--- src/rtl/lif_tdm_scheduler_if.sv ---
// Tick/config/spike bundle between the gait tick source, the config master and the LIF scheduler.
// The voltage tap signals exist only when LIF_VOLT_TAP_EN is defined.
interface lif_tdm_scheduler_if #(
  parameter int N_NEURONS = 4,
  parameter int WIDTH     = 8
);
  localparam int IW = $clog2(N_NEURONS);

  logic                 tick;
  logic                 cfg_we;
  logic [IW-1:0]        cfg_addr;
  logic [WIDTH-1:0]     cfg_iext;
  logic [WIDTH-1:0]     cfg_thresh;
  logic                 busy;
  logic                 done;
  logic                 overrun;
  logic                 spike_valid;
  logic [IW-1:0]        spike_id;
  logic [N_NEURONS-1:0] spike_vec;
`ifdef LIF_VOLT_TAP_EN
  logic                 volt_valid;
  logic [IW-1:0]        volt_id;
  logic [WIDTH-1:0]     volt_data;
`endif

  modport master (
    output tick, cfg_we, cfg_addr, cfg_iext, cfg_thresh,
`ifdef LIF_VOLT_TAP_EN
    input  volt_valid, volt_id, volt_data,
`endif
    input  busy, done, overrun, spike_valid, spike_id, spike_vec
  );

  modport slave (
    input  tick, cfg_we, cfg_addr, cfg_iext, cfg_thresh,
`ifdef LIF_VOLT_TAP_EN
    output volt_valid, volt_id, volt_data,
`endif
    output busy, done, overrun, spike_valid, spike_id, spike_vec
  );
endinterface

--- src/rtl/lif_tdm_scheduler.sv ---
// Time-multiplexed LIF neuron bank (one shared datapath); optional voltage tap under LIF_VOLT_TAP_EN.
// Latency: tick -> N_NEURONS SCAN cycles + 1 DONE cycle; spike/volt beats trail their scan cycle by one.
// Backpressure: none; a tick arriving while busy is dropped and flagged by a one-cycle overrun pulse.
module lif_tdm_scheduler #(
  parameter int N_NEURONS  = 4,
  parameter int WIDTH      = 8,
  parameter int LEAK_SHIFT = 3,
  parameter int REFRAC     = 2
) (
  input logic            clk,
  input logic            reset,
  lif_tdm_scheduler_if.slave bus
);
  localparam int IW = $clog2(N_NEURONS);
  localparam int RW = (REFRAC < 1) ? 1 : $clog2(REFRAC + 1);

  typedef enum logic [1:0] {IDLE, SCAN, DONE} state_t;

  state_t               state;
  state_t               state_nx;
  logic [IW-1:0]        idx;
  logic                 last_idx;
  logic                 scan_en;
  logic                 in_idle;

  logic [WIDTH-1:0]     v_mem    [N_NEURONS];
  logic [RW-1:0]        ref_mem  [N_NEURONS];
  logic [WIDTH-1:0]     iext_mem [N_NEURONS];
  logic [WIDTH-1:0]     thr_mem  [N_NEURONS];

  logic [WIDTH-1:0]     v_cur;
  logic [RW-1:0]        ref_cur;
  logic [WIDTH-1:0]     iext_cur;
  logic [WIDTH-1:0]     thr_cur;
  logic [WIDTH-1:0]     leak;
  logic [WIDTH-1:0]     inp;
  logic [WIDTH:0]       v_sum;
  logic [WIDTH-1:0]     v_sat;
  logic [WIDTH-1:0]     v_wb;
  logic [RW-1:0]        ref_wb;
  logic                 fire;
  logic [N_NEURONS-1:0] fire_vec;
  logic [N_NEURONS-1:0] acc;
  logic [N_NEURONS-1:0] acc_nx;

  assign last_idx = (idx == IW'(N_NEURONS - 1));

  always_ff @(posedge clk or negedge reset) begin
    if (!reset) begin
      state <= IDLE;
      idx   <= '0;
    end else begin
      state <= state_nx;
      if (state == SCAN) idx <= idx + IW'(1);
      else               idx <= '0;
    end
  end

  always_comb begin
    state_nx = state;
    case (state)
      IDLE:    if (bus.tick) state_nx = SCAN;
      SCAN:    if (last_idx) state_nx = DONE;
      DONE:    state_nx = IDLE;
      default: state_nx = IDLE;
    endcase
  end

  always_comb begin
    in_idle  = (state == IDLE);
    scan_en  = (state == SCAN);
    bus.busy = (state != IDLE);
    bus.done = (state == DONE);
  end

  // Shared update datapath; a cfg write in this same cycle lands only at the edge, so the old values are used.
  always_comb begin
    v_cur    = v_mem[idx];
    ref_cur  = ref_mem[idx];
    iext_cur = iext_mem[idx];
    thr_cur  = thr_mem[idx];
    leak     = v_cur >> LEAK_SHIFT;
    inp      = (ref_cur != '0) ? '0 : iext_cur;
    v_sum    = {1'b0, v_cur} - {1'b0, leak} + {1'b0, inp};
    v_sat    = v_sum[WIDTH] ? '1 : v_sum[WIDTH-1:0];
    fire     = (thr_cur != '0) && (ref_cur == '0) && (v_sat >= thr_cur);
    if (thr_cur == '0) begin
      v_wb   = '0;
      ref_wb = '0;
    end else if (fire) begin
      v_wb   = '0;
      ref_wb = RW'(REFRAC);
    end else begin
      v_wb   = v_sat;
      ref_wb = (ref_cur == '0) ? '0 : ref_cur - RW'(1);
    end
    fire_vec      = '0;
    fire_vec[idx] = fire;
    acc_nx        = acc | fire_vec;
  end

  always_ff @(posedge clk or negedge reset) begin
    if (!reset) begin
      for (int i = 0; i < N_NEURONS; i++) begin
        v_mem[i]   <= '0;
        ref_mem[i] <= '0;
      end
    end else if (scan_en) begin
      v_mem[idx]   <= v_wb;
      ref_mem[idx] <= ref_wb;
    end
  end

  // Addresses at or above N_NEURONS match no entry and are silently dropped.
  always_ff @(posedge clk or negedge reset) begin
    if (!reset) begin
      for (int i = 0; i < N_NEURONS; i++) begin
        iext_mem[i] <= '0;
        thr_mem[i]  <= '0;
      end
    end else begin
      for (int i = 0; i < N_NEURONS; i++) begin
        if (bus.cfg_we && (bus.cfg_addr == IW'(i))) begin
          iext_mem[i] <= bus.cfg_iext;
          thr_mem[i]  <= bus.cfg_thresh;
        end
      end
    end
  end

  always_ff @(posedge clk or negedge reset) begin
    if (!reset) begin
      acc             <= '0;
      bus.spike_vec   <= '0;
      bus.spike_valid <= 1'b0;
      bus.spike_id    <= '0;
      bus.overrun     <= 1'b0;
    end else begin
      bus.overrun     <= bus.tick && !in_idle;
      bus.spike_valid <= scan_en && fire;
      if (scan_en) bus.spike_id <= idx;
      if (scan_en)      acc <= acc_nx;
      else if (in_idle) acc <= '0;
      // Published as the scan finishes, so it already includes the last neuron.
      if (scan_en && last_idx) bus.spike_vec <= acc_nx;
    end
  end

`ifdef LIF_VOLT_TAP_EN
  always_ff @(posedge clk or negedge reset) begin
    if (!reset) begin
      bus.volt_valid <= 1'b0;
      bus.volt_id    <= '0;
      bus.volt_data  <= '0;
    end else begin
      bus.volt_valid <= scan_en;
      if (scan_en) begin
        bus.volt_id   <= idx;
        bus.volt_data <= v_wb;
      end
    end
  end
`endif

endmodule

--- src/flat_wrapper.sv ---
// flat-port wrapper written by rule: the top's interface ports become plain ports
module lif_tdm_scheduler_flat 
#(
  parameter int N_NEURONS  = 4,
  parameter int WIDTH      = 8,
  parameter int LEAK_SHIFT = 3,
  parameter int REFRAC     = 2
)
  (clk, reset, bus_tick, bus_cfg_we, bus_cfg_addr, bus_cfg_iext, bus_cfg_thresh, bus_busy, bus_done, bus_overrun, bus_spike_valid, bus_spike_id, bus_spike_vec);
  lif_tdm_scheduler_if #(.N_NEURONS(N_NEURONS), .WIDTH(WIDTH)) bus_i ();
  input logic clk;
  input logic reset;
  input wire logic [$bits(bus_i.tick)-1:0] bus_tick;
  input wire logic [$bits(bus_i.cfg_we)-1:0] bus_cfg_we;
  input wire logic [$bits(bus_i.cfg_addr)-1:0] bus_cfg_addr;
  input wire logic [$bits(bus_i.cfg_iext)-1:0] bus_cfg_iext;
  input wire logic [$bits(bus_i.cfg_thresh)-1:0] bus_cfg_thresh;
  output wire logic [$bits(bus_i.busy)-1:0] bus_busy;
  output wire logic [$bits(bus_i.done)-1:0] bus_done;
  output wire logic [$bits(bus_i.overrun)-1:0] bus_overrun;
  output wire logic [$bits(bus_i.spike_valid)-1:0] bus_spike_valid;
  output wire logic [$bits(bus_i.spike_id)-1:0] bus_spike_id;
  output wire logic [$bits(bus_i.spike_vec)-1:0] bus_spike_vec;
  assign bus_i.tick = bus_tick;
  assign bus_i.cfg_we = bus_cfg_we;
  assign bus_i.cfg_addr = bus_cfg_addr;
  assign bus_i.cfg_iext = bus_cfg_iext;
  assign bus_i.cfg_thresh = bus_cfg_thresh;
  assign bus_busy = bus_i.busy;
  assign bus_done = bus_i.done;
  assign bus_overrun = bus_i.overrun;
  assign bus_spike_valid = bus_i.spike_valid;
  assign bus_spike_id = bus_i.spike_id;
  assign bus_spike_vec = bus_i.spike_vec;
  lif_tdm_scheduler #(.N_NEURONS(N_NEURONS), .WIDTH(WIDTH), .LEAK_SHIFT(LEAK_SHIFT), .REFRAC(REFRAC)) u_core (.clk(clk), .reset(reset), .bus(bus_i));
endmodule
--- config.mk ---
export PLATFORM = sky130hd
export DESIGN_NAME = lif_tdm_scheduler_flat
export DESIGN_NICKNAME = d
export VERILOG_FILES = /design/src/rtl/lif_tdm_scheduler_if.sv /design/src/rtl/lif_tdm_scheduler.sv /design/src/flat_wrapper.sv
export SDC_FILE = /design/constraint.sdc
export NUM_CORES = 1
export LEC_CHECK = 0
export ABC_AREA = 1
export CAP_MARGIN = 20
export CORE_MARGIN = 2
export CORE_UTILIZATION = 60
export CTS_CLUSTER_SIZE = 30
export DETAILED_ROUTE_END_ITERATION = 10
export GPL_TIMING_DRIVEN = 0
export MAX_ROUTING_LAYER = met4
export PLACE_DENSITY = 0.8
export SLEW_MARGIN = 30
export SYNTH_ARGS = -nofsm -noshare
export SYNTH_HDL_FRONTEND = slang
export SYNTH_SLANG_ARGS = --single-unit
--- constraint.sdc ---
create_clock -name clk -period 11.4 [get_ports clk]
set_input_delay 1.14 -clock clk [delete_from_list [all_inputs] [get_ports clk]]
set_output_delay 1.14 -clock clk [all_outputs]
set_load 0.05 [all_outputs]
==> results.toml <==
[critical_path]
cp-end-kind = "flop"
timing_worst_setup_path_type = "flop to flop"
critPathLaunchType = "flop"
critPathArrivalTime_ps = 5920
cp_slowest_cell = "clkbuf_1"
crit_required_ps = 11810
crit_fanout = 11
worst_path_most_repeated_cell = "nand2_1"
max_stage_delay_ps = 590

[drt]
ant_nets = 0
wirelength_um = 17900
drc = 0
drtIter0Drc = 691
via_per_inst = 5.88
first_pass_iters = 5
num_vias = 5926
avgRoutedWirePerCell_um = 17.8

[global_routing]
antenna_found_initial = 0
grt_remaining_overflow = 0
grt_max_degree = 66
gr-usage-all-layers = 0.347
grt_pass1_vias = 5968
grt_pass1_wl_um = 29600

[die]
core_um2 = 10300
die_h_um = 107
start_util = 0.615
die_w_um = 107
placementRows = 37
ios = 32
die_area_um2 = 11400

[place]
gp_congestion = 0.916
place_area_um2 = 6840
dp_hpwl_um = 11900
numPortBuffers = 31

[clock_tree]
clk_latency_ps = 530
cts-hold-fix-buffers = 0
cts_root_buffer = "clkbuf_8"
postCtsSetupBuffers = 0
clk_pin_slew_ps = 60
clock_path_buffers = 2
clock_sinks = 120
cts_buffers = 17
cts_tree = "built"
htreeDepth = 4
cts_resized = 0

[timing]
whs_ps = 480
fin_crit_ps = 5510
slew_headroom = 0.497
setup_violations = 0
finalSetupTns_ps = 0
report.final.slew_viol_count = 0
rsz0062_at_grt = "no"
tightest_slew_ps = 754
fin_crit_sh = 0.483
worst_clock_skew_ps = 8.66
hold_viol_final = 0
fmax_mhz = 181

[yosys]
synth_area_per_cell_um2 = 7.83
syn_nets = 859
synthDistinctLibCells = 31
synth.ff_latch_count = 120
yosysSeqAreaShare = 0.475
syn_area_um2 = 6320
ys_warn_count = 0
netlist_instances = 808

[final_layout]
nets = 910
area_growth_pct = 17.3
postLayoutCoreUtil = 0.721
fin_area_um2 = 7410
layout-drive-gt1-share = 0.0711
n_antenna_cell = 0

[hold_path]
hold_class = "flop to flop"

[status]
status = "finished, final reports clean"

[run]
maxCapViolCount = 0
path summary, 6_finish.rpt:
check / from / to / slack (ps) / depth (start not counted)
max reg2reg: u_core.idx[1] / u_core.ref_mem[7] / 5890 / 25
max: u_core.idx[1] / u_core.ref_mem[7] / 5890 / 25
max in group asynchronous: reset / u_core.iext_mem[16] / 10210 / 2
min: u_core.bus.spike_vec[1] / u_core.bus.spike_vec[1] / 480 / 2
min reg2reg: u_core.bus.spike_vec[1] / u_core.bus.spike_vec[1] / 480 / 2
min in group asynchronous: reset / u_core.v_mem[23] / 510 / 1
layer usage:
metal / part of all wire / up-vias / track usage
met5: 0 / - / -
met4: 0.021 / 0 / 0.130
met3: 0.090 / 47 / 0.0723
met2: 0.50 / 360 / 0.571
met1: 0.39 / 2825 / 0.425
li1: - / 2694 / -
registers in the layout (all words and copies together), names as in the netlist, 2 cells and up:
| signal | cells |
|---|---|
| u_core.v_mem | 32 |
| u_core.bus.spike_vec | 4 |
| u_core.idx | 2 |
| u_core.acc | 4 |
| u_core.ref_mem | 8 |
| u_core.state | 2 |
| u_core.iext_mem | 32 |
| u_core.thr_mem | 32 |
| u_core.bus.spike_id | 2 |
stage by stage:
stage	std cells	setup WS (ps)
after floorplan	808	7130
after global placement	975	4740
after detailed placement	976	6050
after CTS	1008	5950
after global routing	1008	5510
final	1008	5890
area by class of cell:
cell class / instances / area [µm²]
Tap cell: 136 / 170
Clock inverter: 13 / 146
Clock buffer: 19 / 432
Multi-Input combinational cell: 568 / 2790
Buffer: 38 / 225
Sequential cell: 120 / 3000
Inverter: 82 / 309
Timing Repair Buffer: 32 / 343
Fill cell: 799 / 2860
cells by family (layout without fill, tap and decap cells):
group | after synthesis | in the layout | synth area share
XOR/XNOR | 3 | 3 | 0.00416
AND/OR/NAND/NOR | 405 | 405 | 0.262
AO/OA/AOI/OAI | 131 | 131 | 0.111
buffers and inverters | 120 | 184 | 0.0845
adder cells (fa/ha/maj) | 29 | 29 | 0.0633
flip-flops | 120 | 120 | 0.475
critical path: cells and delay by family, from the launching register on:
family / cells / cell delay [ps]
compound gates: 4 / 660
fa+ha+maj: 3 / 1280
flops: 1 / 410
simple gates: 13 / 1840
buf+inv: 5 / 1150
cell usage in the layout, fill, tap and decap left out, types with 2 or more instances in the layout:
| master | n |
|---|---|
| nand4_1 | 5 |
| nand3b_1 | 2 |
| a21oi_1 | 20 |
| clkinv_4 | 3 |
| inv_6 | 2 |
| buf_2 | 3 |
| nor2_1 | 42 |
| o21ai_1 | 6 |
| clkbuf_16 | 16 |
| a21o_1 | 2 |
| clkinvlp_4 | 5 |
| nand3_1 | 62 |
| o21ai_0 | 87 |
| buf_1 | 2 |
| bufinv_16 | 2 |
| inv_1 | 70 |
| clkinv_1 | 3 |
| nand2_1 | 288 |
| inv_2 | 8 |
| xnor2_1 | 2 |
| dfrtp_1 | 120 |
| o22ai_1 | 8 |
| a32o_1 | 3 |
| clkinv_2 | 2 |
| nor2_2 | 2 |
| clkdlybuf4s50_1 | 30 |
| clkbuf_8 | 2 |
| clkbuf_1 | 23 |
| fa_1 | 5 |
| buf_6 | 10 |
| a32oi_1 | 5 |
| ha_1 | 24 |
Yosys cell counts:
master    number  area [µm²]
nand2_1      288        1080
dfrtp_1      120        3000
o21ai_0       87         435
inv_1         70         263
nand3_1       62         310
nor2_1        42         158
ha_1          24         300
clkbuf_1      22        82.6
a21oi_1       20         100
buf_6         10         113
inv_2          8        30.0
o22ai_1        8        50.1
o21ai_1        6        30.0
a32oi_1        5        43.8
fa_1           5         100
nand4_1        5        31.3
a32o_1         3        30.0
buf_2          3        15.0
clkinv_1       3        11.3
a21o_1         2        15.0
buf_1          2        7.51
nand3b_1       2        15.0
nor2_2         2        12.5
xnor2_1        2        17.5
buf_4          1        7.51
clkinv_2       1        5.00
nand2_2        1        6.26
nand2_4        1        11.3
nand3_4        1        17.5
nand4_2        1        12.5
xor2_1         1        8.76
Power is left out: the tool's default activity adds up to more than one toggle a clock period on the data nets, which glitch-free logic cannot reach.
==> RTL change 1, RTL diff (same settings) <==
`REFRAC` is set to 2 in 2 places; all go to 4.
--- a/src/rtl/lif_tdm_scheduler.sv
+++ b/src/rtl/lif_tdm_scheduler.sv
@@ -5,7 +5,7 @@
   parameter int N_NEURONS  = 4,
   parameter int WIDTH      = 8,
   parameter int LEAK_SHIFT = 3,
-  parameter int REFRAC     = 2
+  parameter int REFRAC     = 4
 ) (
   input logic            clk,
   input logic            reset,
--- a/src/flat_wrapper.sv
+++ b/src/flat_wrapper.sv
@@ -4,7 +4,7 @@
   parameter int N_NEURONS  = 4,
   parameter int WIDTH      = 8,
   parameter int LEAK_SHIFT = 3,
-  parameter int REFRAC     = 2
+  parameter int REFRAC     = 4
 )
   (clk, reset, bus_tick, bus_cfg_we, bus_cfg_addr, bus_cfg_iext, bus_cfg_thresh, bus_busy, bus_done, bus_overrun, bus_spike_valid, bus_spike_id, bus_spike_vec);
   lif_tdm_scheduler_if #(.N_NEURONS(N_NEURONS), .WIDTH(WIDTH)) bus_i ();
Check against the original RTL: no difference found for any inputs over 4 cycles, from zero or initial values and one cycle with reset low; that may be too few to reach the edited logic, so the function may still have changed.
==> RTL change 1 against the original RTL <==
Wire length shrank 1.6%; critical path type unchanged; highest routed layer unchanged; global-route usage is 0.91 points lower; sequential cell count increased by 4; design area grew 2.1%; hold slack about the same; fmax decreased by 1.5%; worst setup slack got worse by 84 ps; area after synthesis increased by 2.7%.
Power is left out: the tool's default activity adds up to more than one toggle a clock period on the data nets, which glitch-free logic cannot reach.
==> RTL change 1: results <==
group,metric,value,unit
cts,clock_sink_count,124,
drt,dr.first_iter.drc_count,789,
finish,multi_input_comb_area,2860,sq um
finish,multi_input_area_share,0.378,
grt,use_met3,0.0898,
drt,wl_met2,8400,microns
drt,routed_via_density,5.88,
finish,antennaDiodeCount,0,
finish,layout.clock_buffers,24,
finish,num-nets-final,934,
worst_hold_path,hold-path-endpoint,"u_core.bus.spike_vec[3]",
status,run_status,"finished, final reports clean",
sta,fin_worst_hold_slack,480,ps
synthesis,yosys-top-cells-area,"dfrtp_1 48%, nand2_1 17%, o21ai_0 7.2%, nand3_1 5.2%, ha_1 4.6%",
finish,post_route_cells_drive_above_1_share,0.0625,
grt,global_route_wire_length_before_repair,29000,microns
finish,multiInputCombCellCount,586,
synthesis,yosysSeqAreaShare,0.478,
finish,buffers_excl_clock,71,
die,width_of_the_die,108,microns
synthesis,synthTopCellsByCount,"297 x nand2_1, 124 x dfrtp_1, 94 x o21ai_0",
worst_hold_path,worstHoldStart,"u_core.bus.spike_vec[3]",
worst_setup_path,reg2regPathDepth,24,
grt,grt.met2_usage,0.529,
worst_setup_path,timing.critical_path.arrival,6020,ps
finish,sh_seq_area,0.410,
synthesis,synth_cell_types,29,
worst_setup_path,reg2reg_to,"u_core.v_mem[10]",
placed_design,gp_routability_congestion,0.930,
synthesis,synthCells,832,
finish,final.signal_inverter_count,83,
placed_design,post_placement_cell_area,7010,sq um
grt,grtUsageTotal,0.338,
finish,final.fill_count,791,
drt,m1WireLength,7100,microns
placed_design,place_hpwl,12200,microns
sta,relSlewSlack,0.533,
drt,routed-via-count,6063,
synthesis,syn_nets,883,
sta,fin_crit_sh,0.491,
finish,signal_buffer_area_fraction,0.0744,
drt,met3RoutedLength,1560,microns
placed_design,pre_cts_slack,6000,ps
worst_setup_path,timing.rr.start,"u_core.idx[1]",
grt,grt_max_degree,74,
drt,avgRoutedWirePerCell,17.1,microns
synthesis,synth_flop_type,"dfrtp_1",
finish,clockNetworkAreaShare,0.0741,
worst_setup_path,register_to_register_setup_slack,5810,ps
RTL change 1: kinds of logic after synthesis:
| group | Yosys count | synth area share |
|---|---|---|
| compound gates | 134 | 0.112 |
| flops | 124 | 0.478 |
| simple gates | 420 | 0.263 |
| fa+ha+maj | 29 | 0.0616 |
| xor+xnor | 3 | 0.00405 |
| buf+inv | 122 | 0.0819 |
RTL change 1: critical path, cell delays in order (launching register included):
cell and delay [ps]:
dfrtp_1 430, inv_2 210, buf_2 300, buf_1 550, o21ai_0 220, o22ai_1 160, nand2_1 100, fa_1 510
fa_1 470, nand3b_1 170, nand2_1 120, nand2_1 80, nand3_1 210, nand2_1 150, nor2_1 260, inv_1 120
ha_1 300, nand2_1 60, nor2_1 140, nand4_1 100, nand3_1 230, nand3_4 200, buf_6 200, nand3_1 90
nand2_1 70
==> RTL change 2, RTL diff (config.mk and constraints unchanged) <==
Made on the original files. Re-encode `state_t` (3 states) as one-hot, 3 bits wide.
--- a/src/rtl/lif_tdm_scheduler.sv
+++ b/src/rtl/lif_tdm_scheduler.sv
@@ -14,7 +14,7 @@
   localparam int IW = $clog2(N_NEURONS);
   localparam int RW = (REFRAC < 1) ? 1 : $clog2(REFRAC + 1);
 
-  typedef enum logic [1:0] {IDLE, SCAN, DONE} state_t;
+  typedef enum logic [2:0] {IDLE = 3'b001, SCAN = 3'b010, DONE = 3'b100} state_t;
 
   state_t               state;
   state_t               state_nx;
Behaviour: no difference found for any inputs over 4 cycles, from zero or initial values and one cycle with reset low; so few cycles prove little.
==> RTL change 2 against the original RTL <==
Area after synthesis rose by 2.1%; highest routed layer unchanged; largest cell class unchanged; worst setup slack improved by 1.7 ps; die area rose by 2.1%; design area grew 1.3%; sequential cell count increased by 1; wire length decreased by 4.4%.
Power is left out: the tool's default activity adds up to more than one toggle a clock period on the data nets, which glitch-free logic cannot reach.
==> RTL change 2: results <==
group,metric,value,unit
status,run_status,"finished, final reports clean",
synthesis,yosys_warnings,0,
synthesis,synth_flop_type,"dfrtp_1",
grt,antenna_found_initial,0,
synthesis,synth_cell_types,40,
grt,use_met3,0.0751,
cts,cts_htree_levels,4,
finish,post_route_cells_drive_above_1_share,0.0896,
placed_design,placement.io_buffers,31,
worst_setup_path,timing.critical_path.arrival,5930,ps
finish,layout_top_registers,"u_core.iext_mem: 32 flops, u_core.thr_mem: 32 flops, u_core.v_mem: 32 flops",
placed_design,gp_routability_congestion,0.927,
finish,num-nets-final,914,
sta,timing.clock.skew,7.07,ps
cts,cts_resized,0,
grt,grt.met2_usage,0.535,
synthesis,async_reset_ff_frac,1.00,
drt,met3RoutedLength,1460,microns
cts,clk_root_buffer_cell,"clkbuf_8",
grt,grt_pass1_vias,5860,
drt,top_layer,"met4",
drt,m1WireLength,6840,microns
finish,stdcell_count,1007,
drt,dr.first_iter.drc_count,526,
grt,met1_usage,0.404,
finish,antennaDiodeCount,0,
placed_design,place_hpwl,11800,microns
cts,clk_path_buf_depth,2,
cts,cts_buffers,17,
synthesis,yosysSeqAreaShare,0.469,
placed_design,pre_cts_slack,6020,ps
sta,relSlewSlack,0.505,
synthesis,yosys-top-cells-area,"dfrtp_1 46%, nand2_1 16%, o21ai_0 6.9%, ha_1 4.6%, nand3_1 4.6%",
grt,global_route_wire_length_before_repair,28400,microns
drt,routed_via_density,5.72,
grt,grt_max_degree,78,
drt,drt-pass1-iter-count,7,
synthesis,syn_nets,863,
worst_setup_path,timing.critical_path.fanout_max,10,
cts,clk_pin_slew,60,ps
cts,worst_skew_pair.late_latency,550,ps
worst_hold_path,min-delay-path-class,"primary input to asynchronous set/reset pin",
synthesis,postSynthAreaPerCell,7.95,sq um
synthesis,synthTopCellsByCount,"274 x nand2_1, 120 x dfrtp_1, 89 x o21ai_0",
drt,wl_met2,8400,microns
grt,grtUsageTotal,0.332,
placed_design,dp.cells,980,
cts,cts_setup_buffers,0,
drt,detail_route.wirelength,17100,microns
==> RTL change 2: worst max-delay path: stages (launching register included) <==
cell and delay, ps:
dfrtp_1 430, inv_2 160, buf_2 270, clkbuf_1 530, nand2_1 150, a32oi_1 410, ha_1 300, inv_1 60
ha_1 160, inv_1 50, fa_1 410, nand3b_1 180, nand2_1 130, nand2_1 90, nand3_1 200, nand2_1 130
nor2_1 170, inv_1 80, ha_1 290, nand2_1 70, nor2_1 150, nand4_1 100, nand3_1 260, nand3_4 210
buf_6 200, nand3_1 90, nand2_1 80
==> RTL change 2: logic make-up after synthesis <==
kind of cell	after synthesis	synth area share
adders and majority gates	29	0.0620
DFF	121	0.469
and+or+nand+nor	403	0.266
xor gates and xnor gates	3	0.00407
buffers and inverters	121	0.0849
AOI/OAI and AO/OA	135	0.114
==> RTL change 2: area by class of cell <==
class                      count  area, sq um
multi-input combinational    570         2880
fill                         816         2860
buffer                        38          234
inverter                      83          314
clock inverter                 4         70.1
sequential                   121         3030
timing repair buffer          32          343
clock buffer                  23          467
tap                          136          170
==> RTL change 2: worst paths after layout <==
check	startpoint	endpoint	slack, ps	cells past startpoint
worst max-delay path	u_core.idx[0]	u_core.v_mem[23]	5890	26
worst min-delay path	reset	u_core.bus.spike_vec[2]	480	1
worst max register to register	u_core.idx[0]	u_core.v_mem[23]	5890	26
worst min register to register	u_core.iext_mem[10]	u_core.iext_mem[10]	480	2
max in group asynchronous	reset	u_core.iext_mem[1]	10240	2
min in group clk	u_core.iext_mem[10]	u_core.iext_mem[10]	480	2
==> RTL change 2: through the flow <==
| step | utilization | area, sq um |
|---|---|---|
| final | 0.724 | 7510 |
| after floorplan | - | 6460 |
| after global routing | 0.724 | 7510 |
| after CTS | 0.724 | 7510 |
| after detailed placement | 0.672 | 6970 |
| after global placement | 0.669 | 6940 |
